<file path="config.mk">
export PLATFORM = sky130hd
export DESIGN_NAME = spi_byte_shifter
export DESIGN_NICKNAME = d
export VERILOG_FILES = /design/src/rtl/spi_byte_shifter.sv
export SDC_FILE = /design/constraint.sdc
export NUM_CORES = 1
export LEC_CHECK = 0
export ABC_AREA = 1
export CAP_MARGIN = 20
export CORE_MARGIN = 2
export CORE_UTILIZATION = 45
export CTS_CLUSTER_SIZE = 30
export DETAILED_ROUTE_END_ITERATION = 8
export PLACE_DENSITY = 0.66
export SETUP_SLACK_MARGIN = 0.4
export SYNTH_ARGS = -nofsm -noshare
export SYNTH_HDL_FRONTEND = slang
export SYNTH_SLANG_ARGS = --single-unit
</file>
<file path="constraint.sdc">
create_clock -name clk -period 2.3 [get_ports clk]
set_input_delay 0.46 -clock clk [delete_from_list [all_inputs] [get_ports clk]]
set_output_delay 0.46 -clock clk [all_outputs]
set_load 0.1 [all_outputs]
</file>
<file path="src/rtl/spi_byte_shifter.sv">
// Mode-0 SPI master byte engine: shifts one byte out on MOSI and one in from MISO per execute pulse.
// Optional SPI_SHIFTER_MISO_SYNC_EN inserts a 2-flop MISO synchronizer (dividers must then be >= 3).
module spi_byte_shifter #(
    parameter int SLOW_DIV = 63,
    parameter int FAST_DIV = 2
) (
    input  logic       clk,
    input  logic       rst_n,
    input  logic       execute,
    input  logic       fast,
    input  logic [7:0] out_word,
    input  logic       miso,
    output logic       spi_clk,
    output logic       mosi,
    output logic [7:0] in_word,
    output logic       finished,
    output logic       busy
);

    typedef enum logic [1:0] {S_IDLE, S_LOW, S_HIGH} state_t;

    localparam logic [7:0] LP_SLOW = 8'(SLOW_DIV);
    localparam logic [7:0] LP_FAST = 8'(FAST_DIV);

    state_t     r_state;
    logic [7:0] r_cnt;
    logic [7:0] r_div;
    logic [7:0] r_tx;
    logic [7:0] r_rx;
    logic [2:0] r_bit;
    logic       w_miso;
    logic       w_last;

`ifdef SPI_SHIFTER_MISO_SYNC_EN
    logic [1:0] r_sync;

    if (FAST_DIV < 3 || SLOW_DIV < 3) begin : g_div_chk
        $error("spi_byte_shifter: dividers must be >= 3 with the MISO synchronizer");
    end

    always_ff @(posedge clk or negedge rst_n) begin
        if (!rst_n) r_sync <= 2'b11;
        else        r_sync <= {r_sync[0], miso};
    end
    assign w_miso = r_sync[1];
`else
    assign w_miso = miso;
`endif

    // Half-period expires when the counter reaches D-1
    assign w_last = (r_cnt == r_div - 8'd1);

    always_ff @(posedge clk or negedge rst_n) begin
        if (!rst_n) begin
            r_state  <= S_IDLE;
            r_cnt    <= 8'd0;
            r_div    <= 8'd1;
            r_tx     <= 8'd0;
            r_rx     <= 8'd0;
            r_bit    <= 3'd0;
            spi_clk  <= 1'b0;
            mosi     <= 1'b1;
            in_word  <= 8'h00;
            finished <= 1'b0;
            busy     <= 1'b0;
        end else begin
            finished <= 1'b0;
            case (r_state)
                S_IDLE: begin
                    if (execute) begin
                        r_tx    <= out_word;
                        mosi    <= out_word[7];
                        r_div   <= fast ? LP_FAST : LP_SLOW;
                        r_cnt   <= 8'd0;
                        r_bit   <= 3'd0;
                        busy    <= 1'b1;
                        r_state <= S_LOW;
                    end
                end
                S_LOW: begin
                    if (w_last) begin
                        r_cnt   <= 8'd0;
                        spi_clk <= 1'b1;
                        r_rx    <= {r_rx[6:0], w_miso};
                        r_state <= S_HIGH;
                    end else begin
                        r_cnt <= r_cnt + 8'd1;
                    end
                end
                S_HIGH: begin
                    if (w_last) begin
                        r_cnt   <= 8'd0;
                        spi_clk <= 1'b0;
                        if (r_bit != 3'd7) begin
                            r_bit   <= r_bit + 3'd1;
                            r_tx    <= {r_tx[6:0], 1'b0};
                            mosi    <= r_tx[6];
                            r_state <= S_LOW;
                        end else begin
                            in_word  <= r_rx;
                            finished <= 1'b1;
                            busy     <= 1'b0;
                            mosi     <= 1'b1;
                            r_state  <= S_IDLE;
                        end
                    end else begin
                        r_cnt <= r_cnt + 8'd1;
                    end
                end
                default: r_state <= S_IDLE;
            endcase
        end
    end

endmodule

</file>
# == Word level (Yosys, flattened, before mapping) ==
# Cells that the tools add are included.
# totals
register_bits,48
latch_bits,0
mem_bits_rw,0
rom_bits,0
input_bits,13
output_inout_bits,12
word_cells,69
mem_count,0
# op_classes
add_sub_neg,3
n_mul,0
div_mod_pow,0
magnitude_cmp,0
n_eq_ne,9
shift,0
muxes,31
bitwise_logic,1
n_reduce_logical,14
# op_table
cell,count
7-bit two-way mux,3
8-bit two-way mux,2
8-bit case mux with 2 select lines,1
7-bit case mux with 2 select lines,1
1-bit two-way mux,12
3-bit AND reduction,4
2-bit != test (second input constant),5
3-bit two-way mux,3
8-bit by 1-bit adder with 8-bit output (second input constant),1
8-bit equality test,1
4-bit AND reduction,2
8-bit by 1-bit subtractor with 8-bit output (second input constant),1
2-bit two-way mux,3
6-bit two-way mux,1
1-bit case mux with 2 select lines,3
2-bit case mux with 3 select lines,1
3-bit case mux with 2 select lines,1
2-bit AND reduction,3
2-bit nonzero test,3
3-bit by 1-bit adder with 3-bit output (second input constant),1
3-bit != test (second input constant),1
2-bit by 1-bit equality test with 1-bit output (second input constant),1
2-bit equality test (second input constant),1
2-bit zero test,1
other kinds (2),2

# == Depth between registers and ports, before layout ==
# Gate-level depths: netlist of run 1.
# logic_depth
word_depth,4
mapped_depth,14
mapped_depth_nobuf,14

# == Least setup slack after synthesis of run 1 ==
# OpenSTA, ideal clock, no wires.
# synth_timing
path_kind,reg2reg
startpoint,register r_div[0]
endpoint,register in_word[0]
setup_ns,0.120
arrival_time_ns,1.912
t_required_ns,2.180
path_slack_ns,0.268
stages_incl_launch_ff,13
n_path_buf,1
period_less_slack_ns,2.032
cell_sequence,dfstp_2 > inv_2 > ha_1 > inv_1 > ha_1 > xnor2_1 > nand2_1 > nor2_2 > nand3_4 > nor2_8 > buf_8 > nand2_2 > o21a_1
# synth_via
elab_chain_len,3
# synth_rtl
item,line_no,rtl
from (decl),27,logic [7:0] r_div;
from (signal assigned),73,r_div <= fast ? LP_FAST : LP_SLOW;
8-bit by 1-bit subtractor with 8-bit output,51,assign w_last = (r_cnt == r_div - 8'd1);
8-bit equality test,51,
3-bit AND reduction (no source line),--,
to (signal assigned),100,in_word <= r_rx;
to (decl),15,"output logic [7:0] in_word,"
# No other way between the ends.
# A chain may end at the register's enable or synchronous reset.

# == Final worst setup path of run 1 ==
# layout_timing
startpoint,register r_div[0]
endpoint,register r_rx[4]
# layout_via
elab_chain_len,3
# layout_rtl
item,line_no,rtl
8-bit by 1-bit subtractor with 8-bit output,51,
8-bit equality test,51,
2-bit AND reduction (no source line),--,
to (signal assigned),84,"r_rx <= {r_rx[6:0], w_miso};"
to (decl),29,logic [7:0] r_rx;
# No other way between the ends.

==> results.toml, run 1 <==
[clock_tree]
insertion_delay_ns = 0.29
clock-root-buffer = "clkbuf_8"
cts_buffers = 5
htreeDepth = 2
cts.sink_count = 43
path_clk_slew_ns = 0.08
cts_buffer_depth = 2
cts_tree = "built"

[layout]
nFillCells = 475
n_antenna_cell = 0
drive_above_1_share = 0.261
nets = 334
design_area_mm2 = 0.00295
area_growth_pct = 28.5

[critical_path]
cp-start-kind = "flip-flop"
required_ns = 2.51
crit_path_end_kind = "flip-flop"
reg2reg_from = "r_div[0]"
critPathKind = "flip-flop to flip-flop"
cp-startpoint = "r_div[0]"
critPathMaxFanout = 16
r2r_setup_slack_ns = 0.18
worstPathArrival_ns = 2.33

[route]
dr.pass1.iters = 4
drtAntennaViolNets = 0
drt_iter0_drc = 55
routed_via_density = 4.92
route.detailed.drc = 0
wl_per_cell_um = 12.5
num_vias = 1871
routed_wl_um = 4750

[job]
drv_cap = 0

[worst_hold_path]
hold_path.class = "primary input to async pin"

[power]
ir_drop_v = 0.000746
p_leak_nw = 1.43
power_w = 0.00332
power_density_mw_per_mm2 = 1120

[synth]
synth-seq-area-share = 0.469
synth_edf_count = 0
synth_flop_cell = "dfrtp_1"
synth_most_common_cell = "nand2_1"
ys_async_sr_fraction = 1.00
avgSynthCellArea_um2 = 8.57
ys_types = 31
synth-seq-cells = 43
ys_top_cells_by_area = "dfrtp_1 (45%), nand2_1 (14%), ha_1 (6.5%), inv_1 (5.4%), nand4_1 (3.5%)"
synth_common_cells = "nand2_1 (85), dfrtp_1 (41), inv_1 (33), nand4_1 (13)"
netlist.top_cell.by_area = "dfrtp_1"
synth_area_mm2 = 0.00230
synth_warnings = 0
syn_inst = 268
post-synth-top-area-fraction = 0.447
syn-num-nets = 293

[placed_design]
port_buffers = 24
gp_congestion = 0.785
hpwl_um = 3110
place_area_mm2 = 0.00262

[timing]
rsz0062_at_grt = "yes"
finalSetupViolCount = 0
hold_violations = 0
period_share = 0.922
fin_crit_ns = 2.12
tightest_slew_ns = 0.548
max-slew-margin-rel = 0.634
drv_slew = 0
fin_worst_skew_ns = 0.00374
fmax_mhz = 472
setup_tns_ns = 0

[die]
ios = 25
die-area_mm2 = 0.00569
core_mm2 = 0.00501
die_x_um = 75.5
start_util = 0.459
rows = 26
die_h_um = 75.5

[global_route]
gr-usage-all-layers = 0.183
grt_first_pass_wirelength_um = 7900
overflow = 0
grt_max_degree = 25
antenna_found_initial = 0
grt_pass1_vias = 1764

[status]
outcome = "complete, no violations"
[worst paths after layout]
check                      depth (start not counted)        to
max in group asynchronous                          2      mosi
hold / removal                                     1  finished
setup / recovery                                  13   r_rx[4]
setup reg to reg                                  13   r_rx[4]
min in group clk                                   2      mosi
hold reg to reg                                    2      mosi
[repair_timing]
item | CTS | global route
resized for setup | 15 | 20
setup buffers | 8 | 0
setup endpoints to repair | 39 | 40
endpoints found under the hold margin | 0 | 0
pin swaps | 14 | 8
hold buffers | 0 | 0
gates cloned | 3 | 0
[layout make-up]
cell class | count | area [µm²] | share of cell area
multi-input cells | 187 | 1210 | 0.411
flip-flops and latches | 43 | 1080 | 0.365
repair buffers | 37 | 355 | 0.120
inverters | 35 | 131 | 0.0445
well taps | 70 | 87.6 | 0.0297
clock buffers | 6 | 72.6 | 0.0246
clock inverters | 2 | 12.5 | 0.00424
[logic make-up after synthesis]
kind of cell / synth area share
fa+ha+maj: 0.0654
flops: 0.469
compound gates: 0.0817
buf+inv: 0.0784
simple gates: 0.278
xor+xnor: 0.0267
[critical path, stage by stage (launching register included)]
cell	delay, ns
dfstp_2	0.54
inv_2	0.06
ha_4	0.16
inv_2	0.06
ha_4	0.19
xnor2_2	0.11
nand2_1	0.08
nor2_2	0.15
nand3_4	0.13
buf_12	0.18
nor2_4	0.10
buf_12	0.14
nand2_1	0.05
o21ai_0	0.07
[through the flow]
| stage | utilization | setup slack [ns] | instances | hold slack [ns] |
|---|---|---|---|---|
| 2_1_floorplan | - | 0.330 | 268 | 0.164 |
| 4_1_cts | 0.575 | 0.199 | 380 | 0.135 |
| 3_5_place_dp | 0.523 | 0.108 | 361 | 0.461 |
| 5_1_grt | 0.589 | 0.0806 | 380 | 0.145 |
| 3_3_place_gp | 0.523 | 0.163 | 361 | 0.457 |
| 6_report | 0.589 | 0.179 | 380 | 0.123 |
[sequential cells by signal, indices dropped and copies added, names as in the netlist]
signal and flops:
in_word 8, spi_clk 1, finished 1, r_tx 7
r_cnt 8, r_rx 8, busy 1, r_state 2
r_bit 3, r_div 3, mosi 1
[placed cells by master (no fill, tap or decap), types with 2 or more instances in the layout]
cell type | netlist | layout
nand4_1 | 13 | 13
nor3_1 | 7 | 5
o21ai_0 | 12 | 10
xor2_1 | 3 | 3
buf_6 | 2 | 4
clkdlybuf4s50_1 | 0 | 11
dfstp_2 | 2 | 2
nand3_4 | 2 | 3
buf_12 | 0 | 3
nor3_2 | 0 | 2
inv_2 | 2 | 3
nand2_2 | 3 | 15
nand3_2 | 0 | 3
nor2_1 | 11 | 11
nor2_4 | 1 | 4
o21a_1 | 9 | 8
o21ai_1 | 0 | 2
inv_1 | 33 | 32
nand2_1 | 85 | 72
dfrtp_1 | 41 | 41
o21ai_2 | 2 | 2
buf_4 | 0 | 18
nand2_8 | 0 | 2
ha_1 | 12 | 8
a21oi_2 | 2 | 2
ha_4 | 0 | 2
clkbuf_8 | 0 | 5
ha_2 | 0 | 2
xnor2_1 | 4 | 3
nand3_1 | 8 | 5
[metal layers]
| metal | wire length [µm] | vias to the layer above | track usage | part of all wire |
|---|---|---|---|---|
| met5 | 0 | - | 0 | 0 |
| met4 | 74 | 0 | 0.0624 | 0.016 |
| met3 | 125 | 9 | 0.0397 | 0.026 |
| met2 | 2360 | 22 | 0.303 | 0.50 |
| met1 | 2190 | 898 | 0.238 | 0.46 |
| li1 | - | 942 | - | - |
[where the power goes]
| part | internal [W] | leakage, nW | switching (W) |
|---|---|---|---|
| Sequential | 0.000953 | 0.559 | 0.000136 |
| Clock | 0.000212 | 0.0412 | 0.000256 |
| Combinational | 0.000649 | 0.828 | 0.00111 |
No activity file was read; power rests on OpenSTA's default activity.
==> run 2, diff against run 1 <==
- CORE_UTILIZATION: 45 -> 56
- CTS_CLUSTER_SIZE: 30 -> not set
- PLACE_DENSITY: 0.66 -> 0.79
==> run 2 against run 1 <==
Clock power rose by 49%; hold slack improved by 0.10 ns; via count up 5.4%; critical endpoint is now in_word[2]; cell count down 3.2%; fmax fell by 3.8%; combinational power up 7%; sequential power about the same; highest routed layer unchanged; total power is 11% higher; die area decreased by 19%; cell area is 2.1% higher; utilization up 17 points.
==> results.toml, run 2 (synthesis results as in run 1) <==
[layout]
nFillCells = 265
layout_commonest_cell = "nand2_1"
seqCellArea_mm2 = 0.00108
drive_above_1_share = 0.270
multi_input_area_mm2 = 0.00123
final_cell_mix = "nand2_1 (74), dfrtp_1 (41), inv_1 (32)"
nets = 342
stdcell_count = 368
area_growth_pct = 31.2
n_antenna_cell = 0
top_regs = "in_word x8, r_cnt x8, r_rx x8"

[die]
die_h_um = 68.1
ios = 25
start_util = 0.578
rows = 23
core_mm2 = 0.00397
die-area_mm2 = 0.00463
die_x_um = 68.1

[power]
ir_drop_v = 0.000920
p_int_w = 0.00207
p_seq_frac = 0.300
combinationalPowerShare = 0.511
p_leak_nw = 1.48
p_sw_frac = 0.436
power_density_mw_per_mm2 = 1220
pwr-share-clk = 0.189
p_sw_w = 0.00160

[clock_tree]
insertion_delay_ns = 0.30
cts_buffers = 5
htreeDepth = 2
path_clk_slew_ns = 0.09
cts.sink_count = 43
cts_buffer_depth = 2
clock-root-buffer = "clkbuf_8"
cts_hold_buf = 0
cts_tree = "built"

[critical_path]
path_common_cell = "nand2_1"
r2r_cells = 14
worstPathArrival_ns = 2.39
cp-start-kind = "flip-flop"
crit_path_end_kind = "flip-flop"
critPathMaxFanout = 4
critPathKind = "flip-flop to flip-flop"
required_ns = 2.49
cp_slowest_cell = "dfstp_2"
worst_path_largest_cell_delay_ns = 0.54
crit_chain = "inv_2 -> nand2_2 -> nor2_2 -> ha_1 -> inv_1 -> nand2_1 -> nand2_1 -> nand2_2 -> nor2_4 -> nand3_4 -> buf_4 -> nor2_4 -> nand2_1 -> o21a_1"

[global_route]
gr-usage-all-layers = 0.252
grt_pass1_vias = 1855
antenna_found_initial = 0
grt_max_degree = 44
overflow = 0
grt_first_pass_wirelength_um = 8480

[route]
num_vias = 1972
wl_per_cell_um = 14.8
drtAntennaViolNets = 0
routed_via_density = 5.36
routed_wl_um = 5450
dr.pass1.iters = 4
route.detailed.drc = 0
drt_iter0_drc = 82

[placed_design]
dp_cells = 341
gp_congestion = 0.761
hpwl_um = 3080
port_buffers = 24

[job]
drv_cap = 0

[timing]
fin_crit_ns = 2.21
fin_worst_skew_ns = 0.0105
setup_tns_ns = 0
finalSetupViolCount = 0
period_share = 0.959
hold_violations = 0
tightest_slew_ns = 0.563
fmax_mhz = 453
rsz0062_at_grt = "yes"
drv_slew = 0
max-slew-margin-rel = 0.624

[worst_hold_path]
hold_path.class = "primary input to async pin"

[status]
outcome = "complete, no violations"
-- run 2: changes by cell type in the layout (fill, tap and decap cells not counted), moves of 2 or more --
cell	before	now
buf_4	18	27
ha_2	2	0
nand2_4	0	2
ha_1	8	10
o21ai_0	10	8
nand2_1	72	74
nand2_2	15	13
buf_12	3	1
bufinv_16	0	2
buf_6	4	2
-- run 2: final timing paths --
kind / slack, ns / end / startpoint
min in group clk: 0.48 / mosi / mosi
max: 0.09 / in_word[2] / r_div[0]
max reg2reg: 0.09 / in_word[2] / r_div[0]
min reg2reg: 0.48 / mosi / mosi
max in group asynchronous: 1.70 / mosi / rst_n
min: 0.23 / r_cnt[2] / rst_n
-- run 2: stage by stage --
step                utilization  hold slack, ns  worst slack, ns  power, W  cell area (µm²)
floorplan                     -           0.164            0.330   0.00217             2320
global placement          0.650           0.455            0.174   0.00246             2580
detailed placement        0.650           0.459           0.0756   0.00250             2580
CTS                       0.725           0.241            0.160   0.00346             2880
global route              0.759           0.285         -0.00828   0.00392             3010
finish                    0.759           0.226           0.0949   0.00367             3010
-- run 2: routing by layer --
| layer | vias up | routed length, µm | track usage |
|---|---|---|---|
| li1 | 963 | - | - |
| met3 | 15 | 145 | 0.0493 |
| met1 | 952 | 2240 | 0.306 |
| met2 | 42 | 2890 | 0.436 |
| met4 | 0 | 176 | 0.110 |
| met5 | - | 0 | 0 |
-- run 2: final cells by class --
class / count / area share
Clock buffer: 6 / 0.0241
Sequential cell: 43 / 0.358
Timing Repair Buffer: 43 / 0.125
Inverter: 35 / 0.0436
Tap cell: 50 / 0.0208
Multi-Input combinational cell: 189 / 0.409
Clock inverter: 2 / 0.0199
-- run 2: worst max-delay path: cells and delay by family, from the launching register on --
kind            cells  cell delay, ns
simple gates        9            0.84
flops               1            0.54
buf+inv             3            0.33
compound gates      1            0.10
fa+ha+maj           1            0.30
-- run 2: power by group through the flow --
stage                     registers (W)  logic (W)  clock network [W]
after detailed placement        0.00110    0.00140                  0
after global routing            0.00112    0.00206           0.000734
after floorplan                 0.00124   0.000938                  0
after global placement          0.00109    0.00136                  0
final                           0.00110    0.00188           0.000695
after CTS                       0.00109    0.00167           0.000703
-- run 2: repair_timing --
| item | 4_1_cts | 5_1_grt |
|---|---|---|
| gates cloned | 4 | 1 |
| setup buffers | 5 | 9 |
| endpoints found under the setup margin | 39 | 40 |
| pin swaps | 10 | 10 |
| gates resized for setup | 14 | 20 |
